[config.mk]
export PLATFORM = sky130hd
export DESIGN_NAME = ha_array_accum_8x8
export DESIGN_NICKNAME = d
export VERILOG_FILES = /design/src/rtl/ha_array_accum_8x8.sv
export SDC_FILE = /design/constraint.sdc
export NUM_CORES = 1
export LEC_CHECK = 0
export ABC_CLOCK_PERIOD_IN_PS = 4340
export CORE_MARGIN = 1.5
export CORE_UTILIZATION = 47
export CTS_CLUSTER_DIAMETER = 120
export DETAILED_ROUTE_END_ITERATION = 10
export PLACE_DENSITY = 0.77
export SYNTH_ARGS = -nofsm -noshare
export SYNTH_HDL_FRONTEND = slang
export SYNTH_SLANG_ARGS = --single-unit
[constraint.sdc]
create_clock -name clk -period 4.34 [get_ports clk]
set_input_delay 0.434 -clock clk [delete_from_list [all_inputs] [get_ports clk]]
set_output_delay 0.434 -clock clk [all_outputs]
set_load 0.05 [all_outputs]
[src/rtl/ha_array_accum_8x8.sv]
// Sequential accumulator for four half-adder array rows (8x8 multiplier partial products).
// Optional overflow flag output enabled by defining HA_ACCUM_OVF_EN.
module ha_array_accum_8x8 (
    input  logic        clk,
    input  logic        rst,
    input  logic [6:0]  ha_array_0_b,
    input  logic [6:0]  ha_array_1_b,
    input  logic [6:0]  ha_array_2_b,
    input  logic [6:0]  ha_array_3_b,
    input  logic [8:0]  ha_array_0_t,
    input  logic [8:0]  ha_array_1_t,
    input  logic [8:0]  ha_array_2_t,
    input  logic [8:0]  ha_array_3_t,
    input  logic        in_valid,
    output logic        in_ready,
    output logic [15:0] product,
    output logic        out_valid,
`ifdef HA_ACCUM_OVF_EN
    output logic        ovf,
`endif
    input  logic        out_ready
);

    localparam int ACC_W = 17;

    typedef enum logic [1:0] {IDLE, ACC, OUT} state_t;

    state_t              state;
    state_t              state_next;
    logic [3:0][8:0]     t_row;
    logic [3:0][6:0]     b_row;
    logic [1:0]          cnt;
    logic [ACC_W-1:0]    acc;
    logic [ACC_W-1:0]    term;

    // Row value t + (b << 2), placed at its array weight 2^(2k).
    function automatic logic [ACC_W-1:0] shifted_row(input logic [8:0] t,
                                                     input logic [6:0] b,
                                                     input logic [1:0] k);
        logic [9:0] r;
        r = {1'b0, t} + {1'b0, b, 2'b00};
        return {7'b0, r} << {k, 1'b0};
    endfunction

    // Row capture happens only on the accepting edge; no reset needed on data.
    always_ff @(posedge clk) begin
        if (state == IDLE && in_valid) begin
            t_row <= {ha_array_3_t, ha_array_2_t, ha_array_1_t, ha_array_0_t};
            b_row <= {ha_array_3_b, ha_array_2_b, ha_array_1_b, ha_array_0_b};
        end
    end

    always_comb begin
        term = shifted_row(t_row[cnt], b_row[cnt], cnt);
    end

    always_ff @(posedge clk or posedge rst) begin
        if (rst) begin
            state <= IDLE;
            cnt   <= 2'd0;
            acc   <= '0;
        end else begin
            state <= state_next;
            case (state)
                IDLE: begin
                    if (in_valid) begin
                        acc <= '0;
                        cnt <= 2'd0;
                    end
                end
                ACC: begin
                    acc <= acc + term;
                    cnt <= cnt + 2'd1;
                end
                default: ;
            endcase
        end
    end

    always_comb begin
        state_next = state;
        case (state)
            IDLE:    if (in_valid)     state_next = ACC;
            ACC:     if (cnt == 2'd3)  state_next = OUT;
            OUT:     if (out_ready)    state_next = IDLE;
            default:                   state_next = IDLE;
        endcase
    end

    assign in_ready  = (state == IDLE);
    assign out_valid = (state == OUT);
    assign product   = acc[15:0];
`ifdef HA_ACCUM_OVF_EN
    assign ovf       = acc[16];
`endif

endmodule

==> metrics.md <==
| Metric | Value |
|---|---|
| Run status | `finished, final reports clean` |
| Largest net degree at the start of global routing | `50` |
| Kind of cell adding the most delay to the critical path | `compound AO/OA/AOI/OAI gates` |
| Post-Syn Area per Cell | `13.6 um2` |
| Max cap viols | `0` |
| GRT busiest layer | `met2` |
| CP max stage cell | `mux4_2` |
| Reg2Reg Setup Slack | `0.07 ns` |
| CTS tree | `done` |
| Initial Utilization | `0.486` |
| H-tree Lvls | `3` |
| M2 GR Usage | `0.332` |
| DR iter-0 viols | `143` |
| First-pass GRT wire length | `14400 um` |
| Met3 usage | `0.0494` |
| Worst Path Buf+Inv | `1` |
| Area of the multi-input gates | `0.00187 mm2` |
| CP required | `4.54 ns` |
| Hold crit path type | `primary input to async pin` |
| Crit path launch type | `flop` |
| Most common cell after layout, fill and taps aside | `clkdlybuf4s50_1` |
| Placeable Area | `0.00872 mm2` |
| Met1 Track Usage GR | `0.244` |
| RSZ-0062 raised after global routing | `yes` |
| Grt ovf | `0` |
| Syn_nets | `405` |
| Fin crit share | `0.985` |
| Synth Instances | `311` |
| Mapped Area | `0.00423 mm2` |
| Post-layout minimum cycle time | `4.27 ns` |
| All-Layer GR Usage | `0.192` |
| Drt drc | `0` |
| Seq/Total Area, Yosys | `0.572` |
| Endpoints failing setup | `0` |
| Hold Vio Cnt, Final | `0` |
| Placed Cells | `514` |
| Hpwl dp | `6720 um` |
| Drt total wl | `9010 um` |
| Placer Congestion | `0.850` |
| CTS Buf Count | `9` |
| Non-Filler Instances | `535` |
| Die ar. | `0.00959 mm2` |
| Storage cell area | `0.00242 mm2` |
| Flops & latches, synth | `84` |
| Initial antenna violation count | `0` |
| Final nets | `516` |
| Setup CP Type | `flop to flop` |
| Sink Count | `84` |
| Ys Warns | `0` |
| Async SR Flop Fraction | `0.238` |
| Critical path arrival | `4.48 ns` |
| Layout cells sized above 1 | `0.192` |
| Yosys cell types | `45` |
| Fillers | `639` |
| Cell mode on critical path | `nor2_1` |
| Slowest Stage Delay on Critical Path | `0.55 ns` |
| DR vias/cell | `5.48` |
| Final ANT Viol Nets | `0` |
| Predominant post-synthesis flop cell | `edfxtp_1` |
| Via count | `2932` |
| Max-slew violations | `0` |
| Vias in the first global route | `2973` |
| Area Growth Syn to Fin | `34.5%` |
| Die H | `97.9 um` |
| CTS root buffer | `clkbuf_8` |
| Clk Latency, worst-skew pair | `0.35 ns` |
| Hold-fix buffers at CTS | `0` |
| Clock-pin slew on the worst setup and hold paths | `0.09 ns` |
| Cell row count | `34` |
| Relative slew margins | `0.167` |
| Wirelength per Cell | `16.8 um` |
| Crit path max fanout | `7` |
| Post-synth EDFFs | `64` |
| Worst-Margin Slew | `1.25 ns` |
| Longest Clk Path Bufs | `2` |
| I/O pins | `86` |
| R2R depth | `18` |
| Critical path, cell by cell | `buf_12, mux4_2, ha_4, a211o_1, a21oi_2, o21ai_2, xor2_1, mux2_4, nor2_1, a21oi_1, ha_2, or4_4, a211oi_4, o31ai_4, a2111oi_2, nor2_1, xnor2_1, o21ai_1` |
| Buffers on Ports | `85` |
| ANT cells | `0` |
| Clk_skew | `0.0106 ns` |
| Most frequent cells in the layout | `clkdlybuf4s50_1, edfxtp_1, buf_4` |
| Max Freq | `234 MHz` |
| RR Endpoint | `acc[12]` |
| Worst R2R Start | `cnt[0]` |
| Crit path capture type | `flop` |
| Die width | `97.9 um` |
| DR pass1 iterations | `4` |
[per-layer routing]
metal | share of wire | wire [um]
met4 | 0.0057 | 51
met5 | 0 | 0
met1 | 0.44 | 3940
met3 | 0.057 | 509
met2 | 0.50 | 4510
[flip-flops by register name (all words and copies together) (netlist names)]
name,count
acc,16
b_row,28
cnt,2
state,2
t_row,36
[cell families after synthesis]
kind of cell	synth area share
and+or+nand+nor	0.0653
muxes	0.101
AOI/OAI and AO/OA	0.128
adders and majority gates	0.0804
DFF	0.572
buffers and inverters	0.0201
xor gates and xnor gates	0.0331
[area by class of cell]
type	instances	area share
clock buffers	10	0.0224
repair buffers	111	0.186
multi-input cells	207	0.328
inverters	9	0.00593
clock inverters	6	0.00813
flip-flops and latches	84	0.426
well taps	108	0.0237
[how the worst max path moves through the flow]
| stage | from | end | slack [ns] | cells past startpoint |
|---|---|---|---|---|
| 3_5_place_dp | cnt[0] | acc[13] | -0.08 | 17 |
| 2_1_floorplan | cnt[0] | acc[13] | 0.04 | 19 |
| 5_1_grt | cnt[0] | acc[12] | -0.13 | 18 |
| 3_3_place_gp | cnt[0] | acc[13] | 0.03 | 18 |
| 4_1_cts | cnt[0] | acc[12] | 0.02 | 18 |
| 6_report | cnt[0] | acc[12] | 0.07 | 18 |
[cell usage after synthesis (all sizes together), types with 3 or more instances]
library cell / count / area share
o21bai: 4 / 0.0071
mux4: 14 / 0.074
nor2: 12 / 0.011
nand3: 5 / 0.0059
edfxtp: 64 / 0.45
o21ai: 25 / 0.030
mux2i: 9 / 0.021
ha: 24 / 0.071
a22o: 5 / 0.010
nor3b: 5 / 0.0089
clkbuf: 6 / 0.0053
o31ai: 3 / 0.0065
xnor2: 8 / 0.017
xor2: 8 / 0.017
a21o: 9 / 0.016
o21a: 4 / 0.0071
buf: 5 / 0.0068
nor2b: 5 / 0.0074
dfrtp: 20 / 0.12
inv: 9 / 0.0080
a21oi: 21 / 0.025
a211oi: 4 / 0.0083
nand2: 20 / 0.018
[through the flow]
| stage | utilization | TNS [ns] | worst slack (ns) | hold WS (ns) | cell area, um2 |
|---|---|---|---|---|---|
| 6_report | 0.653 | 0 | 0.0660 | 0.539 | 5690 |
| 5_1_grt | 0.653 | -0.354 | -0.131 | 0.560 | 5690 |
| 4_1_cts | 0.635 | 0 | 0.0172 | 0.531 | 5540 |
| 3_5_place_dp | 0.612 | -0.101 | -0.0772 | 0.512 | 5340 |
| 3_3_place_gp | 0.612 | 0 | 0.0263 | 0.508 | 5340 |
| 2_1_floorplan | - | 0 | 0.0365 | 0.398 | 4250 |
[what timing repair did]
item	CTS	global route
cloned	0	0
endpoints found under the setup margin	3	6
pin swaps	3	24
resized for setup	2	22
setup buffers	2	3
Power is not shown: default switching activity piles up to over one toggle a cycle in this logic, so the estimate is an artifact.
